===== src/rtl/reservation_station_pkg.sv =====
// Shared structs, widths and constants for the reservation station slice.
// The CDB capture helper lives here so the entry update and the issue
// path apply exactly the same operand-forwarding rule.
package reservation_station_pkg;

  localparam int TAG_W  = 4;
  localparam int DATA_W = 32;
  localparam int OP_W   = 4;

  // Tag value meaning "operand already present, nothing to wait for"
  localparam logic [TAG_W-1:0] RS_NO_TAG = 4'hF;

  typedef struct packed {
    logic [OP_W-1:0]   op;
    logic [TAG_W-1:0]  dest;
    logic [TAG_W-1:0]  qj;
    logic [DATA_W-1:0] vj;
    logic [TAG_W-1:0]  qk;
    logic [DATA_W-1:0] vk;
  } rs_scheduler_s;

  typedef struct packed {
    logic             busy;
    logic [TAG_W-1:0] tag;
  } register_status_s;

  // Per-entry lifecycle; WAITING and READY share BUSY and differ only in tags
  typedef enum logic {
    ENTRY_FREE = 1'b0,
    ENTRY_BUSY = 1'b1
  } entry_state_e;

  // Replace any source operand still waiting on the broadcast tag
  function automatic rs_scheduler_s cdb_capture(
    input rs_scheduler_s     e,
    input logic              cdbValid,
    input logic [TAG_W-1:0]  cdbTag,
    input logic [DATA_W-1:0] cdbValue,
    input logic [TAG_W-1:0]  noTag
  );
    rs_scheduler_s res;
    res = e;
    if (cdbValid && (e.qj == cdbTag) && (e.qj != noTag)) begin
      res.vj = cdbValue;
      res.qj = noTag;
    end
    if (cdbValid && (e.qk == cdbTag) && (e.qk != noTag)) begin
      res.vk = cdbValue;
      res.qk = noTag;
    end
    return res;
  endfunction

endpackage


===== src/rtl/reservation_station_select.sv =====
// rs_select: picks one ready entry for dispatch.
// Default build picks the lowest-index ready entry and holds no state.
// With RS_OLDEST_FIRST_EN defined, an age matrix picks the entry issued
// earliest; r_older[a][b]=1 means entry a was issued before entry b.
module rs_select
  import reservation_station_pkg::*;
#(
  parameter int N = 8
) (
`ifdef RS_OLDEST_FIRST_EN
  input  logic                 clk_i,
  input  logic                 reset_i,
  input  logic                 i_flush,
  input  logic                 i_allocValid,
  input  logic [$clog2(N)-1:0] i_allocIdx,
  input  logic [N-1:0]         i_busy,
`endif
  input  logic [N-1:0]         i_ready,
  output logic [N-1:0]         o_grant,
  output logic [$clog2(N)-1:0] o_index,
  output logic                 o_valid
);

  logic [N-1:0] w_cand;

`ifdef RS_OLDEST_FIRST_EN
  logic [N-1:0][N-1:0] r_older;

  // Newly issued entry becomes younger than every occupied entry; stale
  // bits of freed entries are harmless because they are rewritten on reuse
  always_ff @(posedge clk_i or negedge reset_i) begin
    if (!reset_i) begin
      r_older <= '0;
    end else if (i_flush) begin
      r_older <= '0;
    end else if (i_allocValid) begin
      for (int j = 0; j < N; j++) begin
        r_older[i_allocIdx][j] <= 1'b0;
        r_older[j][i_allocIdx] <= i_busy[j] && (j != int'(i_allocIdx));
      end
    end
  end

  // A ready entry stays a candidate only if no other ready entry is older
  always_comb begin
    w_cand = i_ready;
    for (int i = 0; i < N; i++) begin
      for (int j = 0; j < N; j++) begin
        if ((j != i) && i_ready[j] && r_older[j][i]) begin
          w_cand[i] = 1'b0;
        end
      end
    end
  end
`else
  assign w_cand = i_ready;
`endif

  // Lowest-index candidate wins; with age ordering exactly one survives
  always_comb begin
    o_grant = '0;
    o_index = '0;
    o_valid = 1'b0;
    for (int i = N - 1; i >= 0; i--) begin
      if (w_cand[i]) begin
        o_index = $clog2(N)'(i);
        o_valid = 1'b1;
      end
    end
    if (o_valid) begin
      o_grant[o_index] = 1'b1;
    end
  end

endmodule


===== src/rtl/reservation_station.sv =====
// reservation_station: holds issued instructions until both operands are
// present, snoops the CDB for missing operands and dispatches one ready
// entry per cycle to the functional unit.
// Optional feature: define RS_OLDEST_FIRST_EN for oldest-first dispatch.
module reservation_station
  import reservation_station_pkg::*;
#(
  parameter int               RS_DEPTH = 8,
  parameter logic [TAG_W-1:0] NO_TAG   = RS_NO_TAG
) (
  input  logic                        clk_i,
  input  logic                        reset_i,
  input  logic                        issue_valid_i,
  input  rs_scheduler_s               issue_entry_i,
  input  logic                        cdb_valid_i,
  input  logic [TAG_W-1:0]            cdb_tag_i,
  input  logic [DATA_W-1:0]           cdb_value_i,
  input  logic                        flush_i,
  output logic                        fu_valid_o,
  input  logic                        fu_ready_i,
  output rs_scheduler_s               fu_entry_o,
  output logic                        rs_full_o,
  output logic [$clog2(RS_DEPTH):0]   rs_count_o
);

  localparam int IDX_W = $clog2(RS_DEPTH);
  localparam int CNT_W = IDX_W + 1;

  entry_state_e  r_state     [RS_DEPTH];
  entry_state_e  w_stateNext [RS_DEPTH];
  rs_scheduler_s r_entry     [RS_DEPTH];
  rs_scheduler_s w_entryNext [RS_DEPTH];

  logic [RS_DEPTH-1:0] w_busy;
  logic [RS_DEPTH-1:0] w_ready;
  logic [IDX_W-1:0]    w_freeIdx;
  logic [CNT_W-1:0]    w_count;
  logic                w_full;
  logic                w_issueFire;
  logic                w_dispatch;

  logic [RS_DEPTH-1:0] w_arbGrant;
  logic [IDX_W-1:0]    w_arbIdx;
  logic                w_arbValid;
  logic [RS_DEPTH-1:0] w_selGrant;
  logic [IDX_W-1:0]    w_selIdx;
  logic                w_selValid;

  logic                r_lockValid;
  logic [IDX_W-1:0]    r_lockIdx;

  // Occupancy, readiness and first free slot, all from registered state
  always_comb begin
    w_count   = '0;
    w_freeIdx = '0;
    for (int i = 0; i < RS_DEPTH; i++) begin
      w_busy[i]  = (r_state[i] == ENTRY_BUSY);
      w_ready[i] = w_busy[i] && (r_entry[i].qj == NO_TAG) && (r_entry[i].qk == NO_TAG);
      w_count    = w_count + CNT_W'(w_busy[i]);
    end
    for (int i = RS_DEPTH - 1; i >= 0; i--) begin
      if (!w_busy[i]) begin
        w_freeIdx = IDX_W'(i);
      end
    end
  end

  assign w_full      = (w_count == CNT_W'(RS_DEPTH));
  assign rs_full_o   = w_full;
  assign rs_count_o  = w_count;
  assign w_issueFire = issue_valid_i && !w_full && !flush_i;

  rs_select #(
    .N(RS_DEPTH)
  ) u_select (
`ifdef RS_OLDEST_FIRST_EN
    .clk_i       (clk_i),
    .reset_i     (reset_i),
    .i_flush     (flush_i),
    .i_allocValid(w_issueFire),
    .i_allocIdx  (w_freeIdx),
    .i_busy      (w_busy),
`endif
    .i_ready     (w_ready),
    .o_grant     (w_arbGrant),
    .o_index     (w_arbIdx),
    .o_valid     (w_arbValid)
  );

  // A stalled dispatch keeps presenting the same entry until it is taken
  always_comb begin
    w_selGrant = '0;
    if (r_lockValid) begin
      w_selIdx             = r_lockIdx;
      w_selValid           = 1'b1;
      w_selGrant[r_lockIdx] = 1'b1;
    end else begin
      w_selIdx   = w_arbIdx;
      w_selValid = w_arbValid;
      w_selGrant = w_arbGrant;
    end
  end

  assign fu_valid_o = w_selValid;
  assign fu_entry_o = w_selValid ? r_entry[w_selIdx] : '0;
  assign w_dispatch = w_selValid && fu_ready_i && !flush_i;

  // Remember the presented entry while the functional unit stalls
  always_ff @(posedge clk_i or negedge reset_i) begin
    if (!reset_i) begin
      r_lockValid <= 1'b0;
      r_lockIdx   <= '0;
    end else begin
      r_lockValid <= w_selValid && !fu_ready_i && !flush_i;
      r_lockIdx   <= w_selIdx;
    end
  end

  // Per-entry next state: flush frees all, otherwise dispatch frees,
  // issue allocates (with same-cycle CDB capture) and busy entries snoop
  always_comb begin
    for (int i = 0; i < RS_DEPTH; i++) begin
      w_stateNext[i] = r_state[i];
      w_entryNext[i] = w_busy[i]
                     ? cdb_capture(r_entry[i], cdb_valid_i, cdb_tag_i, cdb_value_i, NO_TAG)
                     : r_entry[i];
      if (flush_i) begin
        w_stateNext[i] = ENTRY_FREE;
      end else begin
        if (w_dispatch && w_selGrant[i]) begin
          w_stateNext[i] = ENTRY_FREE;
        end
        if (w_issueFire && (w_freeIdx == IDX_W'(i))) begin
          w_stateNext[i] = ENTRY_BUSY;
          w_entryNext[i] = cdb_capture(issue_entry_i, cdb_valid_i, cdb_tag_i, cdb_value_i, NO_TAG);
        end
      end
    end
  end

  // Entry state and payload registers
  always_ff @(posedge clk_i or negedge reset_i) begin
    if (!reset_i) begin
      for (int i = 0; i < RS_DEPTH; i++) begin
        r_state[i] <= ENTRY_FREE;
        r_entry[i] <= '0;
      end
    end else begin
      for (int i = 0; i < RS_DEPTH; i++) begin
        r_state[i] <= w_stateNext[i];
        r_entry[i] <= w_entryNext[i];
      end
    end
  end

endmodule

===== config.mk =====
export PLATFORM = sky130hd
export DESIGN_NAME = reservation_station
export DESIGN_NICKNAME = d
export VERILOG_FILES = /design/src/rtl/reservation_station_pkg.sv /design/src/rtl/reservation_station_select.sv /design/src/rtl/reservation_station.sv
export SDC_FILE = /design/constraint.sdc
export NUM_CORES = 2
export LEC_CHECK = 0
export ABC_AREA = 1
export BUFFER_PORTS_ARGS = -buffer_cell sky130_fd_sc_hd__buf_2
export CAP_MARGIN = 20
export CORE_UTILIZATION = 45
export CTS_CLUSTER_DIAMETER = 100
export DETAILED_ROUTE_END_ITERATION = 10
export HOLD_SLACK_MARGIN = 0.02
export SYNTH_ARGS = -nofsm -noshare
export SYNTH_HDL_FRONTEND = slang
export SYNTH_SLANG_ARGS = --single-unit

===== constraint.sdc =====
create_clock -name clk_i -period 5.88 [get_ports clk_i]
set_input_delay 0.294 -clock clk_i [delete_from_list [all_inputs] [get_ports clk_i]]
set_output_delay 0.294 -clock clk_i [all_outputs]
set_load 0.05 [all_outputs]

==> Implementation_results.wiki <==
{| class="wikitable"
! Metric !! Value
|-
| Proportion of synthesized chip area in sequential cells || 0.410
|-
| H-Tree Level Count || 3
|-
| Largest clock skew in the final design || around 32 ps
|-
| Total DRC errors in the routed layout || 0
|-
| Worst-Margin Slew || 1130 ps
|-
| HPWL after DPL || 79.8 mm
|-
| DR pass1 iterations || 6
|-
| Run status || finished clean
|-
| Total CTS buffers || between 70 and 80
|-
| Vias per inst || roughly 5.6
|-
| Total grt overflow || 0
|-
| Met1 track utilization from global routing || 0.429
|-
| Number of warnings issued by yosys || 0
|-
| Clock latency on the worst-skew pair || 640 ps
|-
| Number of buffers inserted to repair setup after CTS || 0
|-
| Start-to-end type of the worst setup path || reg -> out
|-
| Clock tree from TritonCTS || done
|-
| Fillcell total || just under 9,000
|-
| Average instance area after synthesis || ~6.8 µm²
|-
| Dominant synthesized flop cell || dfrtp_1
|-
| Arrival time at the worst endpoint || between 4000 and 5000 ps
|-
| Number of buffer and inverter instances along the worst setup path || 3
|-
| Number of global-route vias before repair || 35,800
|-
| Horiz. Die Dim || 299 µm
|-
| Avg WL per Cell || a little over 20 µm
|-
| Cells resized by post-CTS repair || 0
|-
| Netlist area before placement || 39,800 µm²
|-
| Final max-slew violation count || 0
|-
| Share of the clock period used by the worst path after layout || 0.849
|-
| Starting utilization of the core area || 0.457
|-
| Highest Clock Rate || 200 MHz
|-
| Power per unit of standard cell area || about 290 nW/µm²
|-
| Async S/R FF share, synth || 1.00
|-
| Met3 Track Usage GR || 0.0365
|-
| Fraction of final layout cells sized beyond drive strength 1 || 0.0799
|-
| Row count || between 100 and 150
|-
| DRT Wirelength || 143 mm
|-
| Global-route wire length before repair || 218 mm
|-
| Maximum number of pins on one net before global-route repair || 160
|-
| Number of flops mapped to enable cells by yosys || 0
|-
| Rel. slew slack || 0.250
|-
| Count of clock tree sinks || between 600 and 700
|-
| Static Leakage || ~0.022 µW
|-
| Largest delay contributor family on the critical path || simple AND/OR/NAND/NOR gates
|-
| Worst hold-check path type || in -> reg
|-
| Startpoint types || register
|-
| Core region area || 87,200 µm²
|-
| Drt initial violations || between 3,000 and 4,000
|-
| Setup_tns || 0 ps
|-
| Worst vdd rail ir drop || 0.000210 V
|-
| Vias || just under 40,000
|-
| Met2 global-route usage || 0.517
|-
| Final #Nets || around 5,900
|-
| Netlist cell types || 46
|-
| Number of nets still failing antenna checks after routing || 0
|-
| Floorplan die height || ~300 µm
|-
| Number of hold buffers added after CTS || 20
|-
| Area growth, synth to finish || 11.0%
|-
| Layer with the highest usage after global routing || met2
|-
| Cell count after synthesis || slightly below 6,000
|-
| Net count of the mapped netlist || 5,969
|-
| Crit-path max cell delay || about 800 ps
|-
| Worst Path Max Fanout || 57
|-
| Cell type with the highest occurrence count on the critical path || nand2_1
|-
| Min Tclk post-route || 4990 ps
|-
| Max-cap viol count || 0
|-
| Cells along the critical path || inv_1 > nor3_1 > nand3_1 > nand2_1 > nand2_1 > nand2_8 > nand3_4 > buf_4 > nand2_1 > nand3_1 > nand3_1 > nand2_1 > nor2_1 > buf_2
|-
| Antenna violations before repair || 5
|-
| Gpl congestion || ~0.86
|-
| Number of failing hold endpoints at the final stage || 0
|-
| Deepest clock path buffer count || 3
|-
| Data required time of the critical path || about 5600 ps
|-
| Gr usage total || 0.313
|-
| Kind of capture point of the worst setup path || output pin
|-
| Clk slew on worst S/H paths || 60 ps
|-
| Total Power || 12,900 µW
|-
| Yosys reg bits || about 650
|-
| Die area || 89,700 µm²
|-
| Buffers on Ports || roughly 210
|-
| Crit-path slowest cell || nand3_4
|-
| Unrepaired setup endpoints after global routing || no
|-
| Setup Viol. Count Final || 0
|-
| Clock Root Buffer || clkbuf_16
|-
| IO Count || 208
|}
==> power breakdown <==
part | switching [µW] | internal [µW]
logic | 1420 | 875
registers | 340 | 5210
clock network | 2020 | 3050
total | 3780 | 9130
==> path summary, 6_finish.rpt <==
check | depth (start not counted) | slack (ps) | from | end
setup / recovery | 14 | 890 | r_entry[388]$_DFF_PN0_ | fu_entry_o[51]
hold / removal | 3 | 30 | cdb_value_i[31] | r_entry[387]$_DFF_PN0_
setup reg to reg | 19 | 960 | r_state[0]$_DFFE_PN0P_ | r_entry[512]$_DFF_PN0_
hold reg to reg | 2 | 480 | r_entry[156]$_DFFE_PN0P_ | r_entry[156]$_DFFE_PN0P_
max in group asynchronous | 3 | 4300 | reset_i | r_entry[487]$_DFF_PN0_
min in group asynchronous | 2 | 200 | reset_i | r_entry[144]$_DFF_PN0_
==> sequential cells by signal (all words and copies together), names as in the netlist <==
signal	flops
r_entry	640
r_state	8
r_lockIdx	3
r_lockValid	1
==> cells in the final DEF (no fill, tap or decap), drive strengths merged <==
master / n
xor2: 14
clkinv: 13
a221oi: 1
dfrtp: 652
o2111ai: 1
dlygate4sd3: 20
nand3b: 1
a31oi: 12
o31ai: 1
a2111oi: 3
inv: 815
diode: 3
a22o: 1
a21oi: 168
xnor2: 7
clkbuf: 119
fa: 4
o22ai: 25
o21bai: 3
o21ai: 1210
nor3: 14
bufinv: 6
o211ai: 102
a211oi: 10
buf: 281
nor2: 290
nand4: 246
or2: 6
ha: 5
or3: 2
nor4: 6
nand2: 1418
nand3: 349
==> tightest hold or removal path, cell delays in order <==
cell and delay [ps]:
buf_2 170, o21ai_0 100, o21ai_0 70
==> synthesized netlist by cell type (2+ instances only) <==
cell	count	area share
a2111oi_2	2	0.00075
a211oi_1	10	0.0019
a21oi_1	167	0.021
a31oi_1	12	0.0019
buf_1	34	0.0032
buf_2	136	0.017
buf_4	4	0.00075
buf_6	13	0.0037
clkbuf_1	284	0.027
dfrtp_1	652	0.41
fa_1	4	0.0020
ha_1	5	0.0016
inv_1	798	0.075
inv_2	16	0.0015
nand2_1	1412	0.13
nand2_2	6	0.00094
nand3_1	347	0.044
nand3_2	2	0.00050
nand4_1	246	0.039
nor2_1	283	0.027
nor2_2	6	0.00094
nor3_1	12	0.0015
nor3_2	2	0.00050
nor4_2	4	0.0013
o211ai_1	102	0.019
o21ai_0	1144	0.14
o21ai_1	63	0.0079
o21ai_2	3	0.00066
o21bai_1	3	0.00057
o22ai_1	25	0.0039
or2_2	6	0.00094
or3_1	2	0.00031
xnor2_1	7	0.0015
xor2_1	14	0.0031
==> per-stage QoR <==
stage / std cells / hold WS [ps] / area [µm²] / worst slack, ps / utilization
6_report: 6963 / 33.2 / 44200 / 885 / 0.507
5_1_grt: 6960 / 66.2 / 44200 / 653 / 0.507
4_1_cts: 6960 / 20.2 / 44200 / 923 / 0.507
3_5_place_dp: 6801 / 278 / 41300 / 1060 / 0.474
3_3_place_gp: 6801 / 277 / 41300 / 1140 / 0.474
2_1_floorplan: 5838 / -1.59 / 39800 / 948 / -
==> per-layer routing <==
layer | vias up | share of wire
li1 | 18800 | -
met3 | 235 | 0.070
met5 | - | 0.00011
met2 | 1458 | 0.47
met4 | 2 | 0.028
met1 | 18200 | 0.43
==> cell families (layout without fill, tap and decap cells) <==
group	after synthesis	after routing	share of synthesized area
other	0	3	0
buffers and inverters	1287	1254	0.129
flip-flops	652	652	0.410
adder cells (fa/ha/maj)	9	9	0.00358
AO/OA/AOI/OAI	1537	1537	0.203
AND/OR/NAND/NOR	2332	2332	0.250
XOR/XNOR	21	21	0.00462
==> layout make-up <==
cell class	count	area [µm²]	area share
multi-input cells	3899	18500	0.420
flip-flops and latches	652	16300	0.369
inverters	814	3080	0.0696
clock buffers	119	2380	0.0539
repair buffers	301	2150	0.0487
well taps	1155	1450	0.0327
clock inverters	20	269	0.00609
diodes	3	7.51	0.000170
(Power assumes the default switching activity.)
